File: config.mk
export PLATFORM = sky130hd
export DESIGN_NAME = generador_vidas_param_flat
export DESIGN_NICKNAME = d
export VERILOG_FILES = /design/src/rtl/hud_pkg.sv /design/src/rtl/generador_vidas_param_if.sv /design/src/rtl/heart_glyph.sv /design/src/rtl/generador_vidas_param.sv /design/src/flat_wrapper.sv
export SDC_FILE = /design/constraint.sdc
export NUM_CORES = 1
export LEC_CHECK = 0
export BUFFER_PORTS_ARGS = -buffer_cell sky130_fd_sc_hd__buf_2
export CORE_ASPECT_RATIO = 0.7
export CORE_MARGIN = 8
export CORE_UTILIZATION = 53
export DETAILED_ROUTE_END_ITERATION = 16
export MAX_ROUTING_LAYER = met4
export PLACE_DENSITY = 0.86
export SKIP_LAST_GASP = 1
export SLEW_MARGIN = 5
export SYNTH_ARGS = -nofsm -noshare
export SYNTH_HDL_FRONTEND = slang
export SYNTH_SLANG_ARGS = --single-unit
File: constraint.sdc
create_clock -name clk -period 2.65 [get_ports clk]
set_input_delay 0.1325 -clock clk [delete_from_list [all_inputs] [get_ports clk]]
set_output_delay 0.1325 -clock clk [all_outputs]
set_load 0.02 [all_outputs]
File: src/rtl/hud_pkg.sv
// Shared definitions for the HUD lives indicator.
//   - hud_state_t : lives FSM encoding (ALIVE / BLINK / GAME_OVER)
//   - HEART_COLS  : number of BW-wide columns in a heart glyph
//   - col_top_units / col_bot_units : vertical extent of each column,
//     in multiples of BW measured from the heart's top edge
//   - HEART_RGB_DEF / BLACK_RGB : colour constants
package hud_pkg;

  typedef enum logic [1:0] {
    ALIVE     = 2'd0,
    BLINK     = 2'd1,
    GAME_OVER = 2'd2
  } hud_state_t;

  localparam int PIX_W      = 10;
  localparam int HEART_COLS = 5;

  localparam logic [2:0] HEART_RGB_DEF = 3'b100;
  localparam logic [2:0] BLACK_RGB     = 3'b000;

  // Heart silhouette: the two lobes (columns 1 and 3) start at the top,
  // the outer columns are shorter, the centre column forms the point.
  function automatic int col_top_units(input int c);
    return (c == 1 || c == 3) ? 0 : 1;
  endfunction

  function automatic int col_bot_units(input int c);
    int r;
    case (c)
      1, 3:    r = 4;
      2:       r = 5;
      default: r = 3;
    endcase
    return r;
  endfunction

endpackage

File: src/rtl/generador_vidas_param_if.sv
// Pixel bus between the video timing / RGB multiplexer and a sprite
// generator.
//   video_on, pix_x, pix_y : scan position, driven by the master
//   graph_on, graph_rgb    : generator hit flag and colour, driven by the slave
interface generador_vidas_param_if;
  import hud_pkg::*;

  logic             video_on;
  logic [PIX_W-1:0] pix_x;
  logic [PIX_W-1:0] pix_y;
  logic             graph_on;
  logic [2:0]       graph_rgb;

  modport master (
    output video_on,
    output pix_x,
    output pix_y,
    input  graph_on,
    input  graph_rgb
  );

  modport slave (
    input  video_on,
    input  pix_x,
    input  pix_y,
    output graph_on,
    output graph_rgb
  );

endinterface

File: src/rtl/heart_glyph.sv
// Combinational hit test for a single heart glyph.
//   HX, HY   : top-left origin of the heart (pixels)
//   BW       : column width and vertical unit (pixels)
//   pix_x/y  : current scan position
//   in_heart : pixel lies inside the heart silhouette
// All bounds are inclusive, unsigned, 10 bits wide and fixed at elaboration.
module heart_glyph
  import hud_pkg::*;
#(
  parameter int HX = 430,
  parameter int HY = 420,
  parameter int BW = 5
) (
  input  logic [PIX_W-1:0] pix_x,
  input  logic [PIX_W-1:0] pix_y,
  output logic             in_heart
);

  logic [HEART_COLS-1:0] col_hit;

  generate
    for (genvar gi = 0; gi < HEART_COLS; gi++) begin : g_col
      localparam logic [PIX_W-1:0] X_LO = PIX_W'(HX + gi * BW);
      localparam logic [PIX_W-1:0] X_HI = PIX_W'(HX + (gi + 1) * BW);
      localparam logic [PIX_W-1:0] Y_LO = PIX_W'(HY + col_top_units(gi) * BW);
      localparam logic [PIX_W-1:0] Y_HI = PIX_W'(HY + col_bot_units(gi) * BW);

      assign col_hit[gi] = (pix_x >= X_LO) && (pix_x <= X_HI) &&
                           (pix_y >= Y_LO) && (pix_y <= Y_HI);
    end
  endgenerate

  assign in_heart = |col_hit;

endmodule

File: src/rtl/generador_vidas_param.sv
// Lives indicator for the maze HUD.
// Draws N_LIVES hearts in a row and owns the lives counter. A one-cycle
// hit pulse costs one life and opens an invulnerability window of
// BLINK_FRAMES frames during which the lost heart blinks; when the window
// closes with no lives left, game_over is raised until restart.
// Ports:
//   clk, reset_n : clock, asynchronous active-low reset
//   refr_tick    : one pulse per frame
//   hit          : collision pulse
//   restart      : new-game pulse (highest priority)
//   pix          : pixel bus (slave side), graph_on/graph_rgb are
//                  combinational from the scan position and registered state
//   lives        : remaining lives
//   blinking     : invulnerability window active (registered)
//   game_over    : no lives and blink finished (registered)
module generador_vidas_param
  import hud_pkg::*;
#(
  parameter int         N_LIVES      = 3,
  parameter int         X0           = 430,
  parameter int         Y0           = 420,
  parameter int         PITCH        = 30,
  parameter int         BW           = 5,
  parameter int         BLINK_FRAMES = 32,
  parameter int         BLINK_HALF   = 4,
  parameter logic [2:0] HEART_RGB    = HEART_RGB_DEF,
  localparam int        LW           = $clog2(N_LIVES + 1)
) (
  input  logic                 clk,
  input  logic                 reset_n,
  input  logic                 refr_tick,
  input  logic                 hit,
  input  logic                 restart,
  generador_vidas_param_if.slave pix,
  output logic [LW-1:0]        lives,
  output logic                 blinking,
  output logic                 game_over
);

  localparam int CW = (BLINK_FRAMES > 1) ? $clog2(BLINK_FRAMES) : 1;
  localparam logic [CW:0] FRAMES_END = (CW + 1)'(BLINK_FRAMES);
  localparam logic [CW:0] HALF_LEN   = (CW + 1)'(BLINK_HALF);

  hud_state_t    state_reg;
  logic [LW-1:0] lives_reg;
  logic [CW-1:0] cnt_reg;
  logic          phase_reg;
  logic          blinking_reg;
  logic          game_over_reg;

  // One bit wider than the counter so the end-of-window compare sees the
  // full value counter+1 without wrapping.
  logic [CW:0] cnt_inc;
  logic        phase_flip;

  assign cnt_inc    = {1'b0, cnt_reg} + 1'b1;
  assign phase_flip = ((cnt_inc % HALF_LEN) == '0);

  always_ff @(posedge clk or negedge reset_n) begin
    if (!reset_n) begin
      state_reg     <= ALIVE;
      lives_reg     <= LW'(N_LIVES);
      cnt_reg       <= '0;
      phase_reg     <= 1'b1;
      blinking_reg  <= 1'b0;
      game_over_reg <= 1'b0;
    end else if (restart) begin
      // restart wins over hit and refr_tick in every state
      state_reg     <= ALIVE;
      lives_reg     <= LW'(N_LIVES);
      cnt_reg       <= '0;
      phase_reg     <= 1'b1;
      blinking_reg  <= 1'b0;
      game_over_reg <= 1'b0;
    end else begin
      case (state_reg)
        ALIVE: begin
          // A refr_tick arriving with the hit is deliberately not counted:
          // the window starts from zero on the next frame.
          if (hit && (lives_reg != '0)) begin
            lives_reg    <= lives_reg - 1'b1;
            cnt_reg      <= '0;
            phase_reg    <= 1'b1;
            state_reg    <= BLINK;
            blinking_reg <= 1'b1;
          end
        end
        BLINK: begin
          if (refr_tick) begin
            if (cnt_inc == FRAMES_END) begin
              cnt_reg      <= '0;
              phase_reg    <= 1'b1;
              blinking_reg <= 1'b0;
              if (lives_reg == '0) begin
                state_reg     <= GAME_OVER;
                game_over_reg <= 1'b1;
              end else begin
                state_reg <= ALIVE;
              end
            end else begin
              cnt_reg <= cnt_inc[CW-1:0];
              if (phase_flip) begin
                phase_reg <= ~phase_reg;
              end
            end
          end
        end
        GAME_OVER: begin
          game_over_reg <= 1'b1;
        end
        default: begin
          // Unused encoding: fall back to a safe playing state.
          state_reg     <= ALIVE;
          blinking_reg  <= 1'b0;
          game_over_reg <= 1'b0;
        end
      endcase
    end
  end

  assign lives     = lives_reg;
  assign blinking  = blinking_reg;
  assign game_over = game_over_reg;

  // ---------------- pixel path ----------------
  logic [N_LIVES-1:0] in_heart;
  logic [N_LIVES-1:0] visible;

  generate
    for (genvar gi = 0; gi < N_LIVES; gi++) begin : g_heart
      heart_glyph #(
        .HX (X0 + gi * PITCH),
        .HY (Y0),
        .BW (BW)
      ) u_heart (
        .pix_x    (pix.pix_x),
        .pix_y    (pix.pix_y),
        .in_heart (in_heart[gi])
      );

      // Hearts below the lives count are lit; the heart just lost is lit
      // only during the "on" half of each blink period.
      assign visible[gi] =
          ((state_reg != GAME_OVER) && (LW'(gi) < lives_reg)) ||
          ((state_reg == BLINK) && (LW'(gi) == lives_reg) && phase_reg);
    end
  endgenerate

  assign pix.graph_on  = pix.video_on && (|(in_heart & visible));
  assign pix.graph_rgb = pix.graph_on ? HEART_RGB : BLACK_RGB;

endmodule

File: src/flat_wrapper.sv
// flat-port wrapper written by rule: the top's interface ports become plain ports
module generador_vidas_param_flat import hud_pkg::*;
#(
  parameter int         N_LIVES      = 3,
  parameter int         X0           = 430,
  parameter int         Y0           = 420,
  parameter int         PITCH        = 30,
  parameter int         BW           = 5,
  parameter int         BLINK_FRAMES = 32,
  parameter int         BLINK_HALF   = 4,
  parameter logic [2:0] HEART_RGB    = HEART_RGB_DEF,
  localparam int        LW           = $clog2(N_LIVES + 1)
)
  (clk, reset_n, refr_tick, hit, restart, lives, blinking, game_over, pix_video_on, pix_pix_x, pix_pix_y, pix_graph_on, pix_graph_rgb);
  generador_vidas_param_if pix_i ();
  input  logic clk;
  input  logic reset_n;
  input  logic refr_tick;
  input  logic hit;
  input  logic restart;
  output logic [LW-1:0] lives;
  output logic blinking;
  output logic game_over;
  input wire logic [$bits(pix_i.video_on)-1:0] pix_video_on;
  input wire logic [$bits(pix_i.pix_x)-1:0] pix_pix_x;
  input wire logic [$bits(pix_i.pix_y)-1:0] pix_pix_y;
  output wire logic [$bits(pix_i.graph_on)-1:0] pix_graph_on;
  output wire logic [$bits(pix_i.graph_rgb)-1:0] pix_graph_rgb;
  assign pix_i.video_on = pix_video_on;
  assign pix_i.pix_x = pix_pix_x;
  assign pix_i.pix_y = pix_pix_y;
  assign pix_graph_on = pix_i.graph_on;
  assign pix_graph_rgb = pix_i.graph_rgb;
  generador_vidas_param #(.N_LIVES(N_LIVES), .X0(X0), .Y0(Y0), .PITCH(PITCH), .BW(BW), .BLINK_FRAMES(BLINK_FRAMES), .BLINK_HALF(BLINK_HALF), .HEART_RGB(HEART_RGB)) u_core (.clk(clk), .reset_n(reset_n), .refr_tick(refr_tick), .hit(hit), .restart(restart), .pix(pix_i), .lives(lives), .blinking(blinking), .game_over(game_over));
endmodule
**After elaboration in Yosys (flattened, before gate mapping)**

Index checks and enable logic that the tools add are counted.

- Flip-flop bits (word level): 12
- Input bits: 26
- Word-level logic and storage cells: 166

- Add/subtract/negate cells: 2
- Magnitude comparators: 38
- Equality and inequality tests: 13
- Muxes and demuxes: 30
- Bitwise operators: 2
- Reductions and logical operators: 75

Operator list:

| cell | number |
|---|---|
| 10-bit by 9-bit greater-or-equal comparator with 1-bit output (second input constant) | 17 |
| 10-bit by 9-bit <= comparator with 1-bit output (second input constant) | 17 |
| 1-bit logical AND | 56 |
| 5-bit 2-to-1 mux | 4 |
| 2-bit 2-to-1 mux | 8 |
| 5-bit OR reduction | 3 |
| 1-bit 2-to-1 mux | 12 |
| 4-bit AND reduction | 3 |
| 10-bit <= comparator (second input constant) | 1 |
| 5-bit case mux with 2 select lines | 1 |
| 3-bit by 2-bit inequality test with 1-bit output (second input constant) | 3 |
| 5-bit by 1-bit adder with 6-bit output (second input constant) | 1 |
| 6-bit equality test (second input constant) | 1 |
| 6-bit zero test | 1 |
| 2-bit inequality test (second input constant) | 3 |
| 1-bit case mux with 3 select lines | 2 |
| 2-bit case mux with 3 select lines | 1 |
| 2-bit nonzero test | 3 |
| 2-bit zero test | 2 |
| 1-bit by 2-bit < comparator with 1-bit output (first input constant) | 2 |
| 4-bit by 2-bit inequality test with 1-bit output (second input constant) | 1 |
| 3-bit AND | 1 |
| 1-bit logical OR | 3 |
| 3-bit 2-to-1 mux | 1 |
| 13 further kinds | 13 |

**Longest topological paths before layout**

Gate-level depths: netlist (run 1).

- Depth after elaboration: 9
- Mapped depth: 9
- Depth with buffers taken out: 8

**Hierarchy**

From an unflattened synthesis (run 1), not the netlist that was laid out.

- Cells, all modules: 197
- Area, all modules: 1552.7 um2

Modules (own cells, without submodules):

| module | instances | cells each | area each (um2) | sequential area each (um2) |
|---|---|---|---|---|
| generador_vidas_param | 1 | 93 | 878.3 | 304.0 |
| heart_glyph (u_core.g_heart[1].u_heart) | 1 | 31 | 239.0 | 0.0 |
| heart_glyph (u_core.g_heart[2].u_heart) | 1 | 38 | 227.7 | 0.0 |
| heart_glyph (u_core.g_heart[0].u_heart) | 1 | 35 | 207.7 | 0.0 |

**Least setup slack after synthesis (run 1)**

Ideal clock, no wire load.

- Kind: flip-flop to output port
- Start point: register u_core.lives_reg[1] (netlist: u_core.lives[1])
- End point: output pix_graph_rgb[2]
- Data arrival time: 2576 ps
- Required time: 2518 ps
- Path slack: -59 ps
- Stages on the path, launching flop included: 10
- Buffers on the path: 1
- Cells stage by stage: dfstp_2 -> inv_1 -> ha_1 -> or3b_1 -> a211o_1 -> o32a_1 -> o32a_1 -> o211ai_2 -> a32o_1 -> buf_4

- Word-level cells in the longest chain between the ends: 8

Ends and longest elaborated chain:

| item | RTL line | source |
|---|---|---|
| from (decl) | generador_vidas_param.sv:45 | `logic [LW-1:0] lives_reg;` |
| from (signal assigned) | generador_vidas_param.sv:62 | `lives_reg <= LW'(N_LIVES);` |
| from (signal assigned) | generador_vidas_param.sv:70 | `lives_reg <= LW'(N_LIVES);` |
| from (signal assigned) | generador_vidas_param.sv:81 | `lives_reg <= lives_reg - 1'b1;` |
| 1-bit by 2-bit equality test with 1-bit output, or another cell as far along | generador_vidas_param.sv:145 | `((state_reg == BLINK) && (LW'(gi) == lives_reg) && phase_reg);` |
| 1-bit logical AND (2 in a row) | generador_vidas_param.sv:145 |  |
| 1-bit logical OR | generador_vidas_param.sv:144 | `((state_reg != GAME_OVER) && (LW'(gi) < lives_reg)) \|\|` |
| 3-bit AND (*) | generador_vidas_param.sv:149 | `assign pix.graph_on = pix.video_on && (\|(in_heart & visible));` |
| 3-bit OR reduction (*) | generador_vidas_param.sv:149 |  |
| 1-bit logical AND (*) | generador_vidas_param.sv:149 |  |
| named net pix_graph_on | flat_wrapper.sv:27 | `output wire logic [$bits(pix_i.graph_on)-1:0] pix_graph_on;` |
| 3-bit 2-to-1 mux (*) | generador_vidas_param.sv:150 | `assign pix.graph_rgb = pix.graph_on ? HEART_RGB : BLACK_RGB;` |
| to (decl) | flat_wrapper.sv:28 | `output wire logic [$bits(pix_i.graph_rgb)-1:0] pix_graph_rgb;` |

The timed path passes the listed nets; every way through them passes the cells marked *.

**Final worst setup path (run 1)**

- Start point: register u_core.lives_reg[1] (netlist: u_core.lives[1])
- End point: output pix_graph_rgb[2]

- Word-level cells in the longest chain between the ends: 8

Ends and longest elaborated chain:

| item | RTL line |
|---|---|
| 1-bit by 2-bit equality test with 1-bit output, or another cell as far along | generador_vidas_param.sv:145 |
| 1-bit logical AND (2 in a row) | generador_vidas_param.sv:145 |
| 1-bit logical OR | generador_vidas_param.sv:144 |
| 3-bit AND (*) | generador_vidas_param.sv:149 |
| 3-bit OR reduction (*) | generador_vidas_param.sv:149 |
| 1-bit logical AND (*) | generador_vidas_param.sv:149 |
| 3-bit 2-to-1 mux (*) | generador_vidas_param.sv:150 |

Every way passes the cells marked *; elsewhere a longest branch is shown, timed or not.

==> results.ini, run 1 <==
[status]
status = finished, violations left
violations = negative setup slack

[worst_setup_path]
r2r-start = u_core.lives[0]
critPathKind = reg -> out
crit_path_max_fanout = 2
crit_required_ns = 2.52
cp_data_arrival_time_ns = 2.58
cp-end-kind = primary output
startpoint = u_core.lives[1]
start_kind = flop

[synthesis]
yosysWarnings = 0
synth-async-reset-ratio_pct = 100.0
synthDistinctLibCells = 51
synthCells = 170
synth_area_um2 = 1330
synth_ff_type = dfrtp_1
syn_avg_cell_area_um2 = 7.824
ys_ff_latch = 12
synth_edf_count = 0
ys_seq_area_share_pct = 22.86

[sta]
rsz0062_at_grt = true
finalSetupViolCount = 2
maxSlewHeadroom_pct = 67.17
drv_slew = 0
skew_ns = 0.004423
period_needed_ns = 2.715
tightest_slew_ns = 0.4880
finalHoldViolCount = 0
fmax_mhz = 368.3
finalWorstSetupSlack_ns = -0.06489
period_share_pct = 102.4

[clock_network]
clkSinkCount = 12
insertion_delay_ns = 0.27
cts_buffer_depth = 2
htreeDepth = 1
cts_tree = built
numCtsBuffers = 3
ctsRootBufferMaster = clkbuf_4
path_clk_slew_ns = 0.07

[drt]
post-route-drc-count = 0
dr.pass1.iters = 4
wirelength_um = 3550
drtIter0Drc = 198
num_vias = 1396
routedWlPerCell_um = 15.17
vias_per_cell = 5.966
detail-route-antenna-nets = 0

[floorplanning]
start_util_pct = 54.94
ios = 34
dieArea_um2 = 4394
die_w_um = 75.88
core_um2 = 2421
rows = 15
fp.dieH_um = 57.91

[global_routing]
grt_pass1_vias = 1397
grt_pass1_wl_um = 6230
overflow = 0
antenna_found_initial = 0
grt_max_degree = 15
grt.total_usage_pct = 18.27

[placement]
dp_hpwl_um = 2775
io_buffers = 31
place_inst = 226
placed_cell_area_um2 = 1480
place.gp.congestion = 0.8939

[power_and_ir_drop]
seqPwrFrac_pct = 32.8
clock_power_share_pct = 13.4
power_switching_uw = 391.8
combPwrFrac_pct = 53.8
power.internal_uw = 496.7
vdd_drop_max_uv = 456.1
switching_share_pct = 44.10
p_leak_nw = 0.6945
pwr_density_cell_nw_per_um2 = 567.2

[worst_hold_path]
hold_class = in -> reg
hp-start = restart

[cells_and_area]
drive_above_1_share_pct = 25.00
antenna_cells = 0
largest_reg_flops = 5
stdcell_area_um2 = 1567
layout.cells.non_filler = 234
synthToLayoutAreaGrowth_pct = 17.78
finalNetCount = 237

[run]
maxCapViolCount = 0

==> layer usage <==
metal | part of all wire, % | track usage [%] | vias to the layer above | wire [um]
met1 | 49 | 24.82 | 652 | 1733
met2 | 44 | 26.52 | 57 | 1575
li1 | - | - | 685 | -
met4 | 0.51 | 3.542 | 0 | 18
met3 | 6.3 | 4.647 | 2 | 222
met5 | 0 | - | - | 0
==> stage by stage <==
| step | hold slack (ns) | power (mW) | setup WS [ns] | utilization (%) | TNS [ns] |
|---|---|---|---|---|---|
| floorplan | -0.1631 | 0.6092 | 0.01595 | - | 0 |
| global placement | 0.01842 | 0.7098 | 0.1407 | 61.14 | 0 |
| detailed placement | 0.02752 | 0.7375 | 0.07554 | 61.14 | 0 |
| CTS | 0.1492 | 0.8835 | -0.05528 | 64.44 | -0.08523 |
| global route | 0.1719 | 0.9602 | -0.1520 | 64.70 | -0.3033 |
| finish | 0.1626 | 0.8886 | -0.06489 | 64.70 | -0.1293 |
==> cell families after synthesis <==
family	share of synthesized area (%)
buffers and inverters	7.337
xor gates and xnor gates	0.6586
other	0.2819
muxes	5.550
AOI/OAI and AO/OA	24.37
adders and majority gates	9.407
and+or+nand+nor	29.54
DFF	22.86
==> cells in the mapped netlist, types with 2 or more instances <==
cell type  number  area share [%]
a211o_1         2             1.3
a21oi_1         5             1.9
a22oi_1         3             1.7
a31oi_1         2            0.94
buf_2           3             1.1
buf_4           3             1.7
clkbuf_1        4             1.1
dfrtp_1         9              17
dfstp_2         3             5.9
ha_1           10             9.4
inv_1          12             3.4
mux2_2          3             2.5
mux2i_1         4             3.0
nand2_1        10             2.8
nand2b_1        3             1.4
nand3_1         7             2.6
nand3b_1        2             1.1
nand4_1         6             2.8
nor2_1         18             5.1
nor2b_1         7             3.3
nor3_1          2            0.75
nor3b_1         4             2.3
nor4b_1         2             1.3
nor4bb_1        3             2.3
o21ai_0        10             3.8
o21ai_1         2            0.75
o22ai_1         2            0.94
o31ai_1         4             2.3
o32a_1          2             1.5
or3_1           2            0.94
==> repair_timing <==
action                                  4_1_cts  5_1_grt
hold endpoints to repair                     12        0
pin swaps                                     1        1
gates resized for setup                       6        2
endpoints found under the setup margin        2        2
hold buffers                                  1        0
buffers inserted                              3        0
==> cell usage in the layout, fill, tap and decap left out, types with 4 or more instances in the layout <==
cell      n
mux2i_1   4
ha_1      8
inv_1    11
nor2b_1   7
nor2_1   18
o21ai_0  10
buf_2    29
nand4_1   6
nor3b_1   4
nand3_1   7
nand2_1  10
a21oi_1   5
o31ai_1   4
dfrtp_1   9
==> critical path, stage by stage, from the launching register on <==
cell      delay, ns
dfstp_2        0.55
inv_2          0.05
ha_4           0.15
or3b_1         0.36
a211o_1        0.29
o32a_1         0.16
o32a_1         0.29
o211ai_2       0.13
a32o_2         0.21
buf_6          0.12
==> path summary, 6_finish.rpt <==
path / end / slack (ns) / cells past startpoint
setup / recovery: pix_graph_rgb[2] / -0.06 / 9
hold / removal: u_core.game_over / 0.16 / 2
setup reg to reg: u_core.phase_reg / 0.53 / 7
hold reg to reg: u_core.cnt_reg[3] / 0.48 / 1
max in group asynchronous: u_core.lives[0] / 2.11 / 2
min in group asynchronous: u_core.cnt_reg[2] / 0.27 / 2
==> power groups by stage <==
stage,registers (mW),clock network (mW),logic (mW)
after global routing,0.298,0.132,0.530
after floorplan,0.317,0,0.293
final,0.291,0.119,0.478
after CTS,0.290,0.124,0.469
after detailed placement,0.296,0,0.442
after global placement,0.287,0,0.422
==> area by class of cell <==
type / instances / area (um2)
repair buffers: 35 / 200.2
well taps: 34 / 42.54
inverters: 12 / 45.04
multi-input cells: 137 / 948.4
clock buffers: 4 / 26.28
fillers: 202 / 854.6
flip-flops and latches: 12 / 304.0
Note: power is estimated with default switching activity, not from simulation.
==> run 2, diff against run 1 <==
--- a/config.mk
+++ b/config.mk
@@ -8,10 +8,11 @@
 export BUFFER_PORTS_ARGS = -buffer_cell sky130_fd_sc_hd__buf_2
 export CORE_ASPECT_RATIO = 0.7
 export CORE_MARGIN = 8
-export CORE_UTILIZATION = 53
+export CORE_UTILIZATION = 52
 export DETAILED_ROUTE_END_ITERATION = 16
+export GPL_TIMING_DRIVEN = 0
 export MAX_ROUTING_LAYER = met4
-export PLACE_DENSITY = 0.86
+export PLACE_DENSITY = 0.85
 export SKIP_LAST_GASP = 1
 export SLEW_MARGIN = 5
 export SYNTH_ARGS = -nofsm -noshare
==> run 2 against run 1 <==
The run still ends with negative setup slack left. Worst hold slack got worse by 0.017 ns. Sequential power about the same. Clock power increased by 29%. Maximum frequency decreased by 5.1%. First-iteration DRC count decreased by 21%. Via count increased by 6.2%. Critical endpoint unchanged. Largest power group unchanged.
==> results.ini, run 2 (same netlist as run 1, synthesis figures left out) <==
[sta]
maxSlewHeadroom_pct = 66.85  ; -0.32 points
finalHoldViolCount = 0  ; unchanged
tightest_slew_ns = 0.4927  ; +0.004736 ns
period_needed_ns = 2.860  ; +0.1453 ns
holdWs_ns = 0.1456  ; -0.01700 ns
skew_ns = 0.004094  ; -0.0003290 ns
finalSetupViolCount = 2  ; unchanged
fmax_mhz = 349.6  ; -5.1%
drv_slew = 0  ; unchanged
finalWorstSetupSlack_ns = -0.2102  ; -0.1453 ns
rsz0062_at_grt = true
period_share_pct = 107.9  ; +5.5 points

[placement]
dp_hpwl_um = 2887  ; +4.0%
placed_cell_area_um2 = 1508  ; +1.9%
place_inst = 231  ; +2.2%
place.gp.congestion = 0.9858  ; +10%
dp_slack_ns = -0.05163  ; -0.1272 ns
io_buffers = 26  ; -16%

[floorplanning]
fp.dieH_um = 58.32  ; +0.70%
rows = 15  ; unchanged
start_util_pct = 54.51  ; -0.42 points
core_um2 = 2440  ; +0.78%
dieArea_um2 = 4458  ; +1.5%
ios = 34  ; unchanged
die_w_um = 76.45  ; +0.75%

[worst_setup_path]
r2r-start = u_core.lives[1]
reg2reg_to = u_core.phase_reg
cp_data_arrival_time_ns = 2.73  ; +0.15 ns
start_kind = flop
reg2regPathDepth = 9  ; +2
crit_required_ns = 2.52  ; about the same
startpoint = u_core.lives[1]
crit_path_max_fanout = 2  ; unchanged
critPathKind = reg -> out
worstSetupEndpoint = pix_graph_rgb[2]
cp-end-kind = primary output
r2r_slack_ns = 0.38  ; -0.15 ns

[cells_and_area]
stdcell_area_um2 = 1615  ; +3.1%
final_cell_mix = buf_2, nor2_1, inv_1, nand2_1, o21ai_0
register_area_um2 = 304.0  ; unchanged
final_common_cell = buf_2
drive_above_1_share_pct = 26.09  ; +1.1 points
finalNetCount = 244  ; +3.0%
antenna_cells = 0  ; unchanged
layout.cells.non_filler = 241  ; +3.0%
largest_reg_flops = 5  ; unchanged
fin_util_pct = 66.21  ; +1.5 points
num-fill-cells = 214  ; +5.9%
multi_input_comb_area_um2 = 948.4  ; unchanged
synthToLayoutAreaGrowth_pct = 21.45

[power_and_ir_drop]
p_leak_nw = 0.7235  ; +4.2%
pwr_density_cell_nw_per_um2 = 592.8  ; +4.5%
vdd_drop_max_uv = 324.3  ; -29%

[drt]
dr.pass1.iters = 5  ; +1
wirelength_um = 3930  ; +11%
routedWlPerCell_um = 16.31  ; +7.5%
post-route-drc-count = 0  ; unchanged
num_vias = 1482  ; +6.2%
drtIter0Drc = 157  ; -21%
detail-route-antenna-nets = 0  ; unchanged
vias_per_cell = 6.149  ; +3.1%

[clock_network]
numCtsBuffers = 3  ; unchanged
clkSinkCount = 12  ; unchanged
path_clk_slew_ns = 0.09  ; +0.02 ns
htreeDepth = 1  ; unchanged
ctsRootBufferMaster = clkbuf_4
cts_tree = built
cts_buffer_depth = 2  ; unchanged
insertion_delay_ns = 0.28  ; about the same

[run]
maxCapViolCount = 0  ; unchanged

[status]
violations = negative setup slack
status = finished, violations left

[global_routing]
grt_pass1_wl_um = 6251  ; +0.34%
antenna_found_initial = 0  ; unchanged
grt_pass1_vias = 1363  ; -2.4%
grt.total_usage_pct = 17.29  ; -0.99 points
grt_max_degree = 13  ; -2
overflow = 0  ; unchanged

[worst_hold_path]
hold_class = in -> reg

-- run 2: worst min-delay path by stage --
stage | depth (start not counted) | slack [ns] | from | to
after global routing | 2 | 0.16 | restart | u_core.lives[0]
after detailed placement | 1 | 0.02 | reset_n | u_core.state_reg[0]
after floorplan | 0 | -0.16 | reset_n | u_core.blinking
after global placement | 1 | 0.02 | reset_n | u_core.state_reg[0]
after CTS | 2 | 0.14 | restart | u_core.lives[0]
final | 2 | 0.15 | restart | u_core.lives[0]
-- run 2: stage by stage --
stage | TNS (ns) | power [mW]
2_1_floorplan | 0 | 0.6092
3_3_place_gp | -0.03025 | 0.7152
3_5_place_dp | -0.05163 | 0.7456
4_1_cts | -0.3170 | 0.9319
5_1_grt | -0.5546 | 1.017
6_report | -0.3071 | 0.9576
-- run 2: layout make-up --
| class | count | area share (%) |
|---|---|---|
| Tap cell | 34 | 2.634 |
| Multi-Input combinational cell | 137 | 58.71 |
| Clock buffer | 4 | 2.246 |
| Sequential cell | 12 | 18.82 |
| Inverter | 12 | 2.789 |
| Timing Repair Buffer | 32 | 11.54 |
| Buffer | 10 | 3.253 |
-- run 2: what timing repair did --
item                                    4_1_cts  5_1_grt
resized for setup                             7        0
gates cloned                                  0        0
endpoints found under the hold margin        12        0
buffers inserted                              3        2
hold buffers                                  1        0
endpoints found under the setup margin        2        2
pin swaps                                     2        0
-- run 2: critical path: stages (launching register included) --
cell and delay (ns):
dfstp_2 0.56, inv_2 0.06, ha_4 0.15, or3b_1 0.34, a211o_1 0.28, o32a_1 0.16, o32a_1 0.30, o211ai_2 0.16
a32o_2 0.21, buf_4 0.11, buf_4 0.12
-- run 2: power by group --
| part | leakage, nW | total (mW) | switching [mW] | internal [mW] |
|---|---|---|---|---|
| Clock | 0.0210 | 0.154 | 0.0707 | 0.0837 |
| Combinational | 0.549 | 0.512 | 0.303 | 0.209 |
| Sequential | 0.154 | 0.291 | 0.0470 | 0.244 |
-- run 2: per-layer routing --
layer,vias to the layer above,part of all wire [%],GRT usage (%)
li1,706,-,-
met1,683,43,20.72
met2,82,45,27.62
met3,11,10,5.927
met4,0,1.5,4.087
met5,-,0,-
